**src/rtl/otter_mem_pkg.sv**
```systemverilog
// Shared types and sizing for the OTTER main-memory arbiter.
package otter_mem_pkg;

    localparam int unsigned LINE_WORDS_DEF = 8;
    localparam int unsigned BEAT_W         = $clog2(LINE_WORDS_DEF);
    localparam int unsigned OFFS_W         = BEAT_W + 2;

    typedef enum logic [1:0] {
        IDLE,
        XFER,
        DONE
    } state_t;

    typedef enum logic {
        IC = 1'b0,
        DC = 1'b1
    } req_id_t;

endpackage

```
**src/rtl/otter_rr_arb2.sv**
```systemverilog
// Two-way round-robin picker: a lone request wins, a tie goes to whoever was not served last.
module otter_rr_arb2
    import otter_mem_pkg::*;
(
    input  logic [1:0] req,
    input  req_id_t    last_grant,
    output logic       gnt_valid,
    output req_id_t    gnt_id
);

    always_comb begin
        gnt_valid = |req;
        gnt_id    = IC;
        if (req == 2'b11) begin
            gnt_id = (last_grant == IC) ? DC : IC;
        end else if (req[1]) begin
            gnt_id = DC;
        end
    end

endmodule

```
**src/rtl/otter_mem_arbiter.sv**
```systemverilog
// Shares the single main-memory port between I-cache fills and D-cache fills/writebacks,
// one whole-line burst per grant.
module otter_mem_arbiter
    import otter_mem_pkg::*;
#(
    parameter int unsigned LINE_WORDS = LINE_WORDS_DEF,
    parameter int unsigned ADDR_W     = 32,
    parameter int unsigned DATA_W     = 32
) (
    input  logic                          CLK,
    input  logic                          RST_N,
    input  logic                          ic_req,
    input  logic [ADDR_W-1:0]             ic_addr,
    output logic [DATA_W-1:0]             ic_rdata,
    output logic                          ic_rvalid,
    output logic                          ic_done,
    input  logic                          dc_req,
    input  logic                          dc_we,
    input  logic [ADDR_W-1:0]             dc_addr,
    input  logic [DATA_W-1:0]             dc_wdata,
    output logic [$clog2(LINE_WORDS)-1:0] dc_beat,
    output logic [DATA_W-1:0]             dc_rdata,
    output logic                          dc_rvalid,
    output logic                          dc_done,
    output logic                          mem_req,
    output logic                          mem_we,
    output logic [ADDR_W-1:0]             mem_addr,
    output logic [DATA_W-1:0]             mem_wdata,
    input  logic                          mem_ack,
    input  logic [DATA_W-1:0]             mem_rdata
);

    localparam int unsigned BW = $clog2(LINE_WORDS);

    state_t            state;
    req_id_t           gnt;
    req_id_t           last_grant;
    logic              we_lat;
    logic [ADDR_W-1:0] base;
    logic [BW-1:0]     beat;
    logic [BW-1:0]     beat_nxt;

    logic              arb_valid;
    req_id_t           arb_id;
    logic [ADDR_W-1:0] sel_addr;
    logic [ADDR_W-1:0] sel_base;

    otter_rr_arb2 u_arb (
        .req        ({dc_req, ic_req}),
        .last_grant (last_grant),
        .gnt_valid  (arb_valid),
        .gnt_id     (arb_id)
    );

    always_comb begin
        sel_addr = (arb_id == DC) ? dc_addr : ic_addr;
        sel_base = sel_addr & ~ADDR_W'(LINE_WORDS * 4 - 1);
        beat_nxt = beat + BW'(1);
    end

    // Write data is a straight pass-through of the D-cache word mux, which follows dc_beat.
    always_comb begin
        mem_wdata = (state == XFER) ? dc_wdata : '0;
    end

    always_ff @(posedge CLK or negedge RST_N) begin
        if (!RST_N) begin
            state      <= IDLE;
            gnt        <= IC;
            last_grant <= DC;
            we_lat     <= 1'b0;
            base       <= '0;
            beat       <= '0;
            mem_req    <= 1'b0;
            mem_we     <= 1'b0;
            mem_addr   <= '0;
            dc_beat    <= '0;
            ic_rdata   <= '0;
            ic_rvalid  <= 1'b0;
            ic_done    <= 1'b0;
            dc_rdata   <= '0;
            dc_rvalid  <= 1'b0;
            dc_done    <= 1'b0;
        end else begin
            ic_rvalid <= 1'b0;
            dc_rvalid <= 1'b0;
            ic_done   <= 1'b0;
            dc_done   <= 1'b0;
            case (state)
                IDLE: begin
                    if (arb_valid) begin
                        state    <= XFER;
                        gnt      <= arb_id;
                        we_lat   <= (arb_id == DC) && dc_we;
                        base     <= sel_base;
                        beat     <= '0;
                        mem_req  <= 1'b1;
                        mem_we   <= (arb_id == DC) && dc_we;
                        mem_addr <= sel_base;
                        dc_beat  <= '0;
                    end
                end
                XFER: begin
                    if (mem_ack) begin
                        if (!we_lat) begin
                            if (gnt == DC) begin
                                dc_rdata  <= mem_rdata;
                                dc_rvalid <= 1'b1;
                            end else begin
                                ic_rdata  <= mem_rdata;
                                ic_rvalid <= 1'b1;
                            end
                        end
                        if (&beat) begin
                            // Done is raised on the same edge as the final rvalid.
                            state    <= DONE;
                            beat     <= '0;
                            mem_req  <= 1'b0;
                            mem_we   <= 1'b0;
                            mem_addr <= '0;
                            dc_beat  <= '0;
                            if (gnt == DC) begin
                                dc_done <= 1'b1;
                            end else begin
                                ic_done <= 1'b1;
                            end
                        end else begin
                            beat     <= beat_nxt;
                            mem_addr <= base + ADDR_W'({beat_nxt, 2'b00});
                            if (gnt == DC) begin
                                dc_beat <= beat_nxt;
                            end
                        end
                    end
                end
                DONE: begin
                    last_grant <= gnt;
                    state      <= IDLE;
                end
                default: state <= IDLE;
            endcase
        end
    end

endmodule

```
**config.mk**
```make
export PLATFORM = sky130hd
export DESIGN_NAME = otter_mem_arbiter
export DESIGN_NICKNAME = d
export VERILOG_FILES = /design/src/rtl/otter_mem_pkg.sv /design/src/rtl/otter_rr_arb2.sv /design/src/rtl/otter_mem_arbiter.sv
export SDC_FILE = /design/constraint.sdc
export NUM_CORES = 1
export LEC_CHECK = 0
export CORE_UTILIZATION = 43
export DETAILED_ROUTE_END_ITERATION = 7
export GPL_TIMING_DRIVEN = 0
export PLACE_DENSITY_LB_ADDON = 0.25
export SLEW_MARGIN = 20
export SYNTH_ARGS = -nofsm -noshare
export SYNTH_HDL_FRONTEND = slang
export SYNTH_HIERARCHICAL = 1
export SYNTH_SLANG_ARGS = --single-unit
```
**constraint.sdc**
```tcl
create_clock -name CLK -period 2.51 [get_ports CLK]
set_input_delay 0.753 -clock CLK [delete_from_list [all_inputs] [get_ports CLK]]
set_output_delay 0.753 -clock CLK [all_outputs]
set_load 0.05 [all_outputs]
```
Yosys cells after proc, flatten, opt, wreduce, memory -nomap -nowiden
Cells that the tools add are included.
Widths: inputs -> output; s select.
{ "word_totals": {"ff_bits": 140, "inputBits": 134, "wordCells": 80} }
{ "op_classes": {"addsub": 2, "n_eq_ne": 7, "mux": 41, "n_bitwise": 2, "n_reduce_logical": 12} }
{ "ops": {"columns": ["cell", "count"], "rows": [
  ["$mux 32", 5],
  ["$pmux 32 s2", 1],
  ["$add 32x5->32", 1],
  ["$mux 1", 21],
  ["$mux 3", 6],
  ["$reduce_and 4->1", 4],
  ["$pmux 3 s2", 2],
  ["$reduce_and 3->1", 3],
  ["$mux 2", 3],
  ["$eq 2x2->1 const B", 2],
  ["$ne 2x2->1 const B", 2],
  ["$pmux 1 s2", 2],
  ["$pmux 2 s2", 1],
  ["$add 3x1->3 const B", 1],
  ["$ne 3x2->1 const B", 1],
  ["$eq 2x1->1 const B", 1],
  ["$logic_not 2->1", 1],
  ["$ne 2x1->1 const B", 1],
  ["$not 1->1", 2],
  ["$reduce_and 2->1", 1],
  ["$reduce_bool 2->1", 1],
  ["$reduce_or 2->1", 1],
  ["$logic_and 1x1->1", 1]
]} }

Depth between registers and ports, before layout
{ "logic_depth": {"depth_word": 5, "mapped_depth": 7, "mapped_depth_nobuf": 5} }

Cells and area by module
Netlist, hierarchy kept.
{ "modules_own_cells": {"columns": ["module", "n_inst", "cells_per_inst", "area_each_um2"], "rows": [
  ["otter_mem_arbiter", 1, 473, 6219.7],
  ["otter_rr_arb2", 1, 2, 13.8]
]} }

Worst setup path after synthesis
No wires, ideal clock.
{ "synth_timing": {"kind": "flip-flop to flip-flop", "startpoint": "reg beat[0]", "endpoint": "reg mem_addr[13]", "setup_ns": 0.067, "arrival_time_ns": 2.053, "t_required_ns": 2.443, "setup_slack_ns": 0.390, "stages_incl_launch_ff": 8, "synth_period_minus_slack_ns": 2.120, "path_cell_list": "dfrtp_1 ha_1 ha_1 clkbuf_1 clkbuf_1 or4bb_1 o21ai_0 mux2_2"} }
{ "synth_between": {"elab_chain_len": 5, "word_cells_on_any_way": 6, "cone_classes": "2 x add/sub; 3 x mux; 1 x reduce/logical"} }
{ "synth_rtl": {"columns": ["item", "line_no", "text"], "rows": [
  ["from (decl)", "otter_mem_arbiter.sv:40", "logic [BW-1:0] beat;"],
  ["from (signal assigned)", "otter_mem_arbiter.sv:128", "beat <= beat_nxt;"],
  ["$add 3x1->3", "otter_mem_arbiter.sv:58", "beat_nxt = beat + BW'(1);"],
  ["$add 32x5->32", "otter_mem_arbiter.sv:129", "mem_addr <= base + ADDR_W'({beat_nxt, 2'b00});"],
  ["$mux 32 *", "otter_mem_arbiter.sv:114", "if (&beat) begin"],
  ["$mux 32 *", "otter_mem_arbiter.sv:104", "if (mem_ack) begin"],
  ["$pmux 32 s2 *", "otter_mem_arbiter.sv:89", "case (state)"],
  ["to (signal assigned)", "otter_mem_arbiter.sv:99", "mem_addr <= sel_base;"],
  ["to (signal assigned)", "otter_mem_arbiter.sv:129", null],
  ["to (decl)", "otter_mem_arbiter.sv:27", "output logic [ADDR_W-1:0] mem_addr,"]
]} }
Every way passes the cells marked *; elsewhere a longest branch is shown, timed or not. The select of a mux whose other input is x is not followed.
A chain may end at the register's enable or synchronous reset.

Worst setup path in the final report
{ "layout_timing": {"startpoint": "reg state[1]", "endpoint": "out mem_wdata[2]"} }
{ "layout_between": {"elab_chain_len": 2} }
{ "layout_rtl": {"columns": ["item", "line_no", "text"], "rows": [
  ["from (decl)", "otter_mem_arbiter.sv:35", "state_t state;"],
  ["from (signal assigned)", "otter_mem_arbiter.sv:68", "state <= IDLE;"],
  ["from (signal assigned)", "otter_mem_arbiter.sv:92", "state <= XFER;"],
  ["from (signal assigned)", "otter_mem_arbiter.sv:116", "state <= DONE;"],
  ["$eq 2x1->1", "otter_mem_arbiter.sv:63", "mem_wdata = (state == XFER) ? dc_wdata : '0;"],
  ["$mux 32", "otter_mem_arbiter.sv:63", null],
  ["to (decl)", "otter_mem_arbiter.sv:28", "output logic [DATA_W-1:0] mem_wdata,"]
]} }
Every way passes these cells.

==> flow_summary.yaml <==
synthesis:
  synth-xor-area-share_pct: 0
  synth_compound_area_share_pct: 5.66
  synth_fa_ha_area_share_pct: 0.602
  yosysSeqAreaShare_pct: 54.2
  synthCells: 475
  syn_area_um2: 6230
  yosys.area_share.simple_pct: 11.8
  synth_cell_type_count: 35
  synthMuxAreaShare_pct: 23.6
  synth_seq_cells: 135
  yosysWarnings: 6
  synth_top_family_by_area: "multiplexers"
  avgSynthCellArea_um2: 13.1
status:
  outcome: "completed"
placement:
  pre_cts_ws_ps: -429
  dp_hpwl_um: 12900
  port_buffers: 258
  gp_congestion: 0.761
power_and_ir_drop:
  power_leakage_nw: 4.34
  pwr-share-clk_pct: 17.1
  comb_power_share_pct: 58.7
  p_sw_share_pct: 44.1
  cell_internal_pwr_mw: 9.01
  p_per_area_nw_per_um2: 1630
  switching_power_mw: 7.10
  power_mw: 16.1
  ir_drop_mv: 0.790
  power.share.sequential_pct: 24.2
sta:
  period_share_pct: 98.0
  slew_headroom_pct: 61.4
  timing.hold.ws_ps: 266
  finalHoldViolations: 0
  setup_viol: 0
  setup_tns_ps: 0
  fin_ws_ps: 50.6
  fin_skew_ps: 4.52
  max_clock_freq_ghz: 0.407
  drv_slew: 0
  tightest_slew_ps: 576
  fin_crit_ps: 2460
  rsz0062_at_grt: "true"
global_routing:
  track_usage_pct: 23.5
  antenna_found_initial: 0
  grt_max_degree: 71
  gr-total-overflow: 0
  grt_pass1_vias: 5140
  grt_pass1_wl_um: 26500
clocking:
  h-tree-depth: 4
  clock-root-buffer: "clkbuf_16"
  clk_pin_slew_ps: 60
  cts_tree: "done"
  clock_latency_ps: 410
  cts_hold_buf: 0
  cts_sinks: 135
  clockBufferDepth: 2
  cts_made_buffers: 17
layout:
  fin_util_pct: 70.6
  area_growth_pct: 58.4
  antennaDiodeCount: 0
  layout.nets: 895
  fillCellCount: 1008
  drive_gt1_share_pct: 25.9
floorplan:
  die_width_um: 122
  die_area_um2: 15000
  fp-row-count: 43
  start_util_pct: 44.6
  die_h_um: 122
  ios: 271
  core_um2: 14000
critical_path:
  cp_max_fo: 10
  required_ps: 1760
  crit_arrival_ps: 1710
  start_kind: "register"
  critPathCaptureType: "output pin"
  criticalPathCategory: "reg2out"
job:
  maxCapViolCount: 0
drt:
  wl_per_cell_um: 18.3
  routed_via_density: 5.07
  via_count: 4824
  antenna_left: 0
  drtIter0Drc: 138
  drc_errors: 0
  drt_pre_antenna_iters: 4
  wirelength_um: 17400
hold_path:
  hp-class: "in2async"
cell usage in the layout (no fill, tap or decap), types with 2 or more instances in the layout:
| cell | count |
|---|---|
| clkdlybuf4s50_1 | 225 |
| dfrtp_1 | 133 |
| mux2_2 | 63 |
| buf_6 | 31 |
| nor2_1 | 30 |
| o21ai_0 | 30 |
| mux2_4 | 29 |
| a21oi_1 | 29 |
| mux2i_1 | 27 |
| and2_1 | 25 |
| or4bb_1 | 22 |
| clkbuf_16 | 18 |
| clkbuf_1 | 15 |
| buf_2 | 13 |
| and2_4 | 9 |
| buf_4 | 6 |
| clkbuf_8 | 5 |
| mux2_1 | 5 |
| nand4bb_1 | 5 |
| bufinv_16 | 5 |
| clkbuf_4 | 4 |
| inv_1 | 3 |
| nand3_1 | 3 |
| buf_12 | 3 |
| nand2_1 | 3 |
| ha_1 | 3 |
| clkinvlp_4 | 3 |
| buf_8 | 2 |
| a21o_1 | 2 |
| conb_1 | 2 |
| clkinv_4 | 2 |
per-stage QoR:
| step | instance area [um^2] | cells |
|---|---|---|
| 6_report | 9870 | 951 |
| 5_1_grt | 9870 | 951 |
| 4_1_cts | 9750 | 947 |
| 3_5_place_dp | 9080 | 915 |
| 3_3_place_gp | 9040 | 914 |
| 2_1_floorplan | 6240 | 476 |
sequential cells by signal (all words and copies together) (netlist names):
name        count
mem_req         1
ic_done         1
state           2
gnt             1
mem_we          1
dc_done         1
dc_beat         3
beat            2
last_grant      1
dc_rdata       32
dc_rvalid       1
mem_addr       28
ic_rdata       32
we_lat          1
base           27
ic_rvalid       1
logic make-up (layout without fill, tap and decap cells):
logic type      Yosys count  in the layout
flops                   135            135
mux                     124            124
simple gates            104            104
compound gates           66             66
buf+inv                  42            337
fa+ha+maj                 3              3
other cells               1              2
critical path, cell delays in order, from the launching register on:
cell and delay [ps]:
dfrtp_2 480, nor2b_4 170, buf_8 140, clkbuf_8 160, and2_1 170, buf_6 170
cells in the mapped netlist:
master       n  area share [%]
a21oi_1     29             2.3
mux2_4      29             7.0
nand4bb_1    5            0.90
mux2_1       5            0.90
clkbuf_1    18             1.1
nor3b_1      1            0.12
nand2_1      3            0.18
nor2b_4      1            0.22
nand4b_4     1            0.38
inv_1        3            0.18
a21boi_1     1            0.12
buf_2       13             1.0
a21o_1       2            0.24
ha_1         3            0.60
o31ai_1      1            0.12
buf_4        2            0.24
nand3_1      3            0.24
buf_6        3            0.54
conb_1       1           0.060
dfstp_2      1            0.42
or4bb_1     22             4.0
mux2i_1     27             4.3
nor2_1      30             1.8
dfrtp_1    134              54
mux2_2      63              11
or2_1        1            0.10
o21ai_0     30             2.4
nand2b_1     1            0.10
buf_12       3            0.96
o211ai_1     1            0.12
and2_1      34             3.4
and4b_1      1            0.16
o211a_1      1            0.16
a32o_1       1            0.16
nor3b_2      1            0.20
cell type report:
cell class / instances / area (um^2) / area share [%]
clock inverter: 11 / 195 / 1.98
buffer: 39 / 273 / 2.76
sequential: 135 / 3380 / 34.2
timing repair buffer: 263 / 2690 / 27.3
multi-input combinational: 299 / 2630 / 26.6
tap: 180 / 225 / 2.28
inverter: 3 / 11.3 / 0.114
clock buffer: 21 / 470 / 4.76
per-layer routing:
layer	track usage, %	vias up	routed length (um)	share of wire, %
li1	-	2241	-	-
met1	26.0	2385	6580	38
met2	42.8	170	9250	53
met3	6.13	28	1170	6.7
met4	8.84	0	389	2.2
met5	0	-	0	0
final timing paths:
path / startpoint / to / slack, ps / depth (start not counted)
min in group CLK: mem_req / mem_req / 480 / 1
setup / recovery: state[1] / mem_wdata[2] / 50 / 5
hold reg to reg: mem_req / mem_req / 480 / 1
hold / removal: RST_N / mem_addr[18] / 270 / 1
max in group asynchronous: RST_N / last_grant / 1520 / 2
setup reg to reg: beat[0] / mem_addr[14] / 300 / 7
power groups by stage:
stage               sequential (mW)  clock (mW)  combinational, mW
floorplan                      6.76           0               3.38
global placement               3.84           0               9.12
detailed placement             3.92           0               9.26
CTS                            3.90        2.81               9.36
global route                   4.03        2.91               9.92
finish                         3.90        2.76               9.46
timing repair:
item | CTS | global route
setup endpoints to repair | 32 | 32
gates resized for setup | 217 | 26
buffers inserted | 0 | 3
gates cloned | 0 | 1
No activity file was read; power rests on OpenSTA's default activity.
